<file path="src/rtl/alu_nibble_sequencer.sv">
// alu_nibble_sequencer: runs a 16-bit op on an external 4-bit 74181, LSB nibble first.
// Optional AEB accumulation via `define ALU_SEQ_EQ_EN (default: eq tied low).
//
// Ports:
//   i_clock, i_reset (async, active-high)
//   i_start, i_op_a/i_op_b (16), i_op_s (4), i_op_m, i_op_cnb : request + operands
//   o_busy, o_done, o_result (16), o_cout_b, o_zero, o_eq       : status/result
//   o_alu_s/a/b (4), o_alu_m, o_alu_cnb                         : drives to 74181
//   i_alu_f (4), i_alu_cn4b, i_alu_aeb                          : returns from 74181
module alu_nibble_sequencer #(
  parameter int SETTLE_CYCLES = 2
) (
  input  logic        i_clock,
  input  logic        i_reset,
  input  logic        i_start,
  input  logic [15:0] i_op_a,
  input  logic [15:0] i_op_b,
  input  logic [3:0]  i_op_s,
  input  logic        i_op_m,
  input  logic        i_op_cnb,
  output logic        o_busy,
  output logic        o_done,
  output logic [15:0] o_result,
  output logic        o_cout_b,
  output logic        o_zero,
  output logic        o_eq,
  output logic [3:0]  o_alu_s,
  output logic [3:0]  o_alu_a,
  output logic [3:0]  o_alu_b,
  output logic        o_alu_m,
  output logic        o_alu_cnb,
  input  logic [3:0]  i_alu_f,
  input  logic        i_alu_cn4b,
  input  logic        i_alu_aeb
);

  localparam logic [3:0] CNT_LOAD = 4'(SETTLE_CYCLES - 1);

  typedef enum logic [1:0] {
    S_IDLE,
    S_SETTLE,
    S_DONE
  } state_t;

  state_t      r_state;
  logic [1:0]  r_nib;
  logic [3:0]  r_cnt;
  logic [15:0] r_a;
  logic [15:0] r_b;
  logic [3:0]  r_s;
  logic        r_m;
  logic        r_cnb;
  logic        r_carry;
  logic [15:0] r_acc;
  logic        r_busy;
  logic        r_done;
  logic [15:0] r_result;
  logic        r_cout_b;
  logic        r_zero;

  logic [15:0] w_acc_next;
  logic [3:0]  w_idx;

  assign w_idx = {r_nib, 2'b00};

  // Staging accumulator with the current nibble merged in; the visible
  // result only updates once the whole word is done.
  always_comb begin
    w_acc_next = r_acc;
    w_acc_next[w_idx +: 4] = i_alu_f;
  end

  assign o_alu_a   = r_a[w_idx +: 4];
  assign o_alu_b   = r_b[w_idx +: 4];
  assign o_alu_s   = r_s;
  assign o_alu_m   = r_m;
  assign o_alu_cnb = (r_nib == 2'd0) ? r_cnb : r_carry;

  assign o_busy   = r_busy;
  assign o_done   = r_done;
  assign o_result = r_result;
  assign o_cout_b = r_cout_b;
  assign o_zero   = r_zero;

`ifdef ALU_SEQ_EQ_EN
  logic r_eq_acc;
  logic r_eq;
  assign o_eq = r_eq;
`else
  logic w_unused_aeb;
  assign w_unused_aeb = i_alu_aeb;
  assign o_eq = 1'b0;
`endif

  always_ff @(posedge i_clock or posedge i_reset) begin
    if (i_reset) begin
      r_state  <= S_IDLE;
      r_nib    <= 2'd0;
      r_cnt    <= 4'd0;
      r_a      <= 16'h0000;
      r_b      <= 16'h0000;
      r_s      <= 4'h0;
      r_m      <= 1'b1;
      r_cnb    <= 1'b1;
      r_carry  <= 1'b1;
      r_acc    <= 16'h0000;
      r_busy   <= 1'b0;
      r_done   <= 1'b0;
      r_result <= 16'h0000;
      r_cout_b <= 1'b1;
      r_zero   <= 1'b0;
`ifdef ALU_SEQ_EQ_EN
      r_eq_acc <= 1'b0;
      r_eq     <= 1'b0;
`endif
    end else begin
      unique case (r_state)
        S_IDLE: begin
          if (i_start) begin
            r_a     <= i_op_a;
            r_b     <= i_op_b;
            r_s     <= i_op_s;
            r_m     <= i_op_m;
            r_cnb   <= i_op_cnb;
            r_nib   <= 2'd0;
            r_cnt   <= CNT_LOAD;
            r_busy  <= 1'b1;
            r_state <= S_SETTLE;
`ifdef ALU_SEQ_EQ_EN
            r_eq_acc <= 1'b1;
`endif
          end
        end
        S_SETTLE: begin
          if (r_cnt != 4'd0) begin
            r_cnt <= r_cnt - 4'd1;
          end else begin
            r_acc   <= w_acc_next;
            r_carry <= i_alu_cn4b;
`ifdef ALU_SEQ_EQ_EN
            r_eq_acc <= r_eq_acc & i_alu_aeb;
`endif
            if (r_nib == 2'd3) begin
              r_result <= w_acc_next;
              r_cout_b <= i_alu_cn4b;
              r_zero   <= (w_acc_next == 16'h0000);
              r_done   <= 1'b1;
              r_state  <= S_DONE;
`ifdef ALU_SEQ_EQ_EN
              r_eq <= r_eq_acc & i_alu_aeb;
`endif
            end else begin
              r_nib <= r_nib + 2'd1;
              r_cnt <= CNT_LOAD;
            end
          end
        end
        S_DONE: begin
          r_done  <= 1'b0;
          r_busy  <= 1'b0;
          r_state <= S_IDLE;
        end
        default: r_state <= S_IDLE;
      endcase
    end
  end

endmodule

</file>
<file path="config.mk">
export PLATFORM = sky130hd
export DESIGN_NAME = alu_nibble_sequencer
export DESIGN_NICKNAME = d
export VERILOG_FILES = /design/src/rtl/alu_nibble_sequencer.sv
export SDC_FILE = /design/constraint.sdc
export NUM_CORES = 1
export LEC_CHECK = 0
export BUFFER_PORTS_ARGS = -buffer_cell sky130_fd_sc_hd__buf_2
export CORE_ASPECT_RATIO = 0.8
export CORE_MARGIN = 5
export CORE_UTILIZATION = 51
export DETAILED_ROUTE_END_ITERATION = 12
export PLACE_DENSITY = 0.77
export RECOVER_POWER = 25
export SLEW_MARGIN = 10
export SYNTH_ARGS = -nofsm -noshare
export SYNTH_HDL_FRONTEND = slang
export SYNTH_SLANG_ARGS = --single-unit
</file>
<file path="constraint.sdc">
create_clock -name i_clock -period 6.1 [get_ports i_clock]
set_input_delay 0.305 -clock i_clock [delete_from_list [all_inputs] [get_ports i_clock]]
set_output_delay 0.305 -clock i_clock [all_outputs]
set_load 0.005 [all_outputs]
</file>
==> impl_metrics.csv <==
group,metric,value,unit
pwr,power_density,506,nW/µm²
clock_network,root_buffer,"clkbuf_8",
hold_path,hold_path_end,"o_cout_b",
worst_setup_path,reg2reg_depth,6,
worst_setup_path,path_cells,"inv_1 -> ha_1 -> nor3b_1 -> and3_1 -> and2_2 -> a22o_1",
sta,finalCritPeriodShare,44.5,%
drt,detail-route-antenna-nets,0,
cells_and_area,area_growth,15.9,%
yosys,ys.flop_type,"dfrtp_1",
worst_setup_path,crit_fanout,17,
sta,drv_slew,0,
sta,setup_tns,0,ns
drt,vias_per_cell,5.44,
sta,clock.fmax,368,MHz
yosys,yosysSeqAreaShare,53.0,%
place,portBuffers,79,
cells_and_area,ff_latch_area,1980,µm²
job,maxCapViolCount,0,
global_route,grt_antenna_before_repair,0,
place,dp_hpwl,5450,µm
clock_network,cts_setup_buffers,0,
pwr,power.total,0.00219,W
clock_network,hold_buffers,0,
sta,slew_headroom,30.3,%
worst_setup_path,crit_path_end_kind,"flop",
clock_network,cts_resized,0,
cells_and_area,drive_gt1_share,44.7,%
yosys,synthCells,290,
yosys,yosysTopAreaCell,"dfrtp_1",
outcome,status,"finished, final reports clean",
floorplanning,boundaryPins,82,
worst_setup_path,worstReg2RegEnd,"r_acc[11]",
drt,routed_wl,7690,µm
pwr,p_leak,2.07,nW
cells_and_area,layout_common_cells,"buf_2 (79), dfrtp_1 (75), nand2_1 (26)",
clock_network,cts-buffers-inserted,9,
floorplanning,die-area,9150,µm²
global_route,grtUsageTotal,18.5,%
yosys,netlist_area,3740,µm²
place,gp_routability_congestion,0.832,
worst_setup_path,critical_path.max_stage_delay,0.93,ns
yosys,synth_area_leaders,"dfrtp_1 (50%), mux2_4 (8.4%), mux2_2 (6.0%), mux4_2 (4.8%), dfstp_2 (2.8%)",
clock_network,clockBufferDepth,2,
clock_network,clk_latency,0.36,ns
worst_setup_path,timing.rr.start,"r_nib[0]",
global_route,overflow,0,
yosys,synth_area_per_cell,12.9,µm²
hold_path,hp-start,"i_alu_cn4b",
yosys,synthDistinctLibCells,48,
yosys,ys_async_sr_fraction,100,%
drt,drt-initial-drc-count,109,
drt,drcViolationCount,0,
clock_network,cts.clk_slew.worst_paths,0.08,ns
cells_and_area,nFillCells,573,
place,dp_slack,3.44,ns
hold_path,worst_hold_path.num_cells,3,
yosys,yosysTopAreaCellShare,50.2,%
sta,grt_setup_unrepaired,"false",
floorplanning,core,6990,µm²
cells_and_area,layout_commonest_cell,"buf_2",
sta,finClkSkew,0.0148,ns
pwr,ir_drop,0.145,mV
yosys,yosys_register_bits,79,
yosys,synth_edf_count,0,
clock_network,cts_tree,"done",
yosys,synth_nets,344,
floorplanning,start_util,53.5,%
sta,hold_violations,0,
yosys,synth_warnings,0,
cells_and_area,fin_nets,418,
cells_and_area,multi_input_area,1600,µm²
worst_setup_path,slowest_stage,"dfrtp_1",
global_route,grt_pass1_vias,2684,
drt,drt_pass1_iterations,4,
worst_setup_path,cp_num_buf_inv,1,
sta,setup_viol,0,
sta,finalWorstSetupSlack,3.38,ns
worst_setup_path,cp.arrival,3.01,ns
sta,period_needed,2.72,ns
worst_setup_path,cp_top_family,"flip-flops",
worst_setup_path,cp-start-kind,"flop",
hold_path,min_path_type,"in2reg",
floorplanning,die_w,106,µm
cells_and_area,n_antenna_cell,0,
worst_setup_path,crit_type,"reg2reg",
sta,worst_slew_pin_slew,1.05,ns
clock_network,cts_sinks,79,
global_route,grt_start_max_net_pins,80,
drt,wire_per_inst,16.9,µm
clock_network,htree_levels,3,
worst_setup_path,cp_data_required_time,6.39,ns
floorplanning,core.rowCount,27,
drt,via_count,2480,
global_route,grt_pass1_wl,13400,µm
worst_setup_path,r2r_slack,3.38,ns
floorplanning,fp.dieH,86.6,µm
[per-layer routing]
layer	routed length, µm	global-route usage (%)
met1	3550	24.5
met2	3620	29.7
met3	376	4.32
met4	140	7.29
met5	0	0
[sequential cells by signal (all words and copies together) (netlist names)]
| register | flops |
|---|---|
| r_a | 16 |
| o_busy | 1 |
| r_cnt | 4 |
| r_carry | 1 |
| r_nib | 2 |
| o_cout_b | 1 |
| r_b | 16 |
| o_zero | 1 |
| r_cnb | 1 |
| o_alu_m | 1 |
| r_acc | 12 |
| o_alu_s | 4 |
| o_done | 1 |
| r_state | 2 |
| o_result | 16 |
[power breakdown]
part	total, W	switching (W)	internal (W)
sequential	0.000937	0.000174	0.000763
clock	0.000396	0.000203	0.000193
combinational	0.000861	0.000370	0.000491
total	0.00219	0.000747	0.00145
[worst reg2reg max path, cell delays in order (launching register included)]
cell     delay, ns
dfrtp_1       0.93
inv_1         0.23
ha_1          0.48
nor3b_1       0.32
and3_1        0.32
and2_2        0.22
a22o_1        0.15
[logic make-up after synthesis]
| logic type | after synthesis | synth area share (%) |
|---|---|---|
| other cells | 1 | 0.100 |
| mux | 50 | 19.5 |
| simple gates | 84 | 11.9 |
| fa+ha+maj | 7 | 2.34 |
| compound gates | 42 | 8.74 |
| buf+inv | 27 | 4.32 |
| flops | 79 | 53.0 |
[through the flow]
stage,cell area [µm²],cells,util (%),hold WS (ns)
2_1_floorplan,3740,290,-,0.388
3_3_place_gp,4130,440,59.0,0.444
3_5_place_dp,4130,440,59.0,0.455
4_1_cts,4330,456,61.9,0.147
5_1_grt,4330,456,61.9,0.149
6_report,4330,456,61.9,0.160
[final cells by class]
class	instances	share of cell area, %
clock buffers	9	2.86
clock inverters	7	1.85
inverters	10	0.867
multi-input cells	184	36.9
flip-flops and latches	79	45.8
well taps	87	2.51
repair buffers	80	9.30
[synth_stat cells (4+ instances only)]
| cell type | number |
|---|---|
| a22o_1 | 10 |
| a221oi_1 | 8 |
| ha_1 | 7 |
| dfrtp_1 | 75 |
| dfstp_2 | 4 |
| nand2_1 | 26 |
| mux4_2 | 8 |
| nor2b_1 | 5 |
| mux2_4 | 21 |
| clkbuf_1 | 6 |
| a21oi_1 | 4 |
| buf_6 | 7 |
| o21ai_1 | 8 |
| nand3_1 | 6 |
| inv_1 | 9 |
| mux2_2 | 20 |
| nor2_1 | 21 |
| a31oi_1 | 4 |
[worst max-delay path by stage]
stage                     startpoint          to  slack (ns)  cells past startpoint
after floorplan              i_reset  o_alu_s[0]        3.78                      1
after global placement      r_nib[0]   r_acc[11]        3.46                      6
after detailed placement    r_nib[0]   r_acc[11]        3.44                      6
after CTS                   r_nib[0]   r_acc[11]        3.38                      6
after global routing        r_nib[0]    r_acc[4]        3.07                      6
final                       r_nib[0]   r_acc[11]        3.38                      6
No activity file was read; power rests on OpenSTA's default activity.
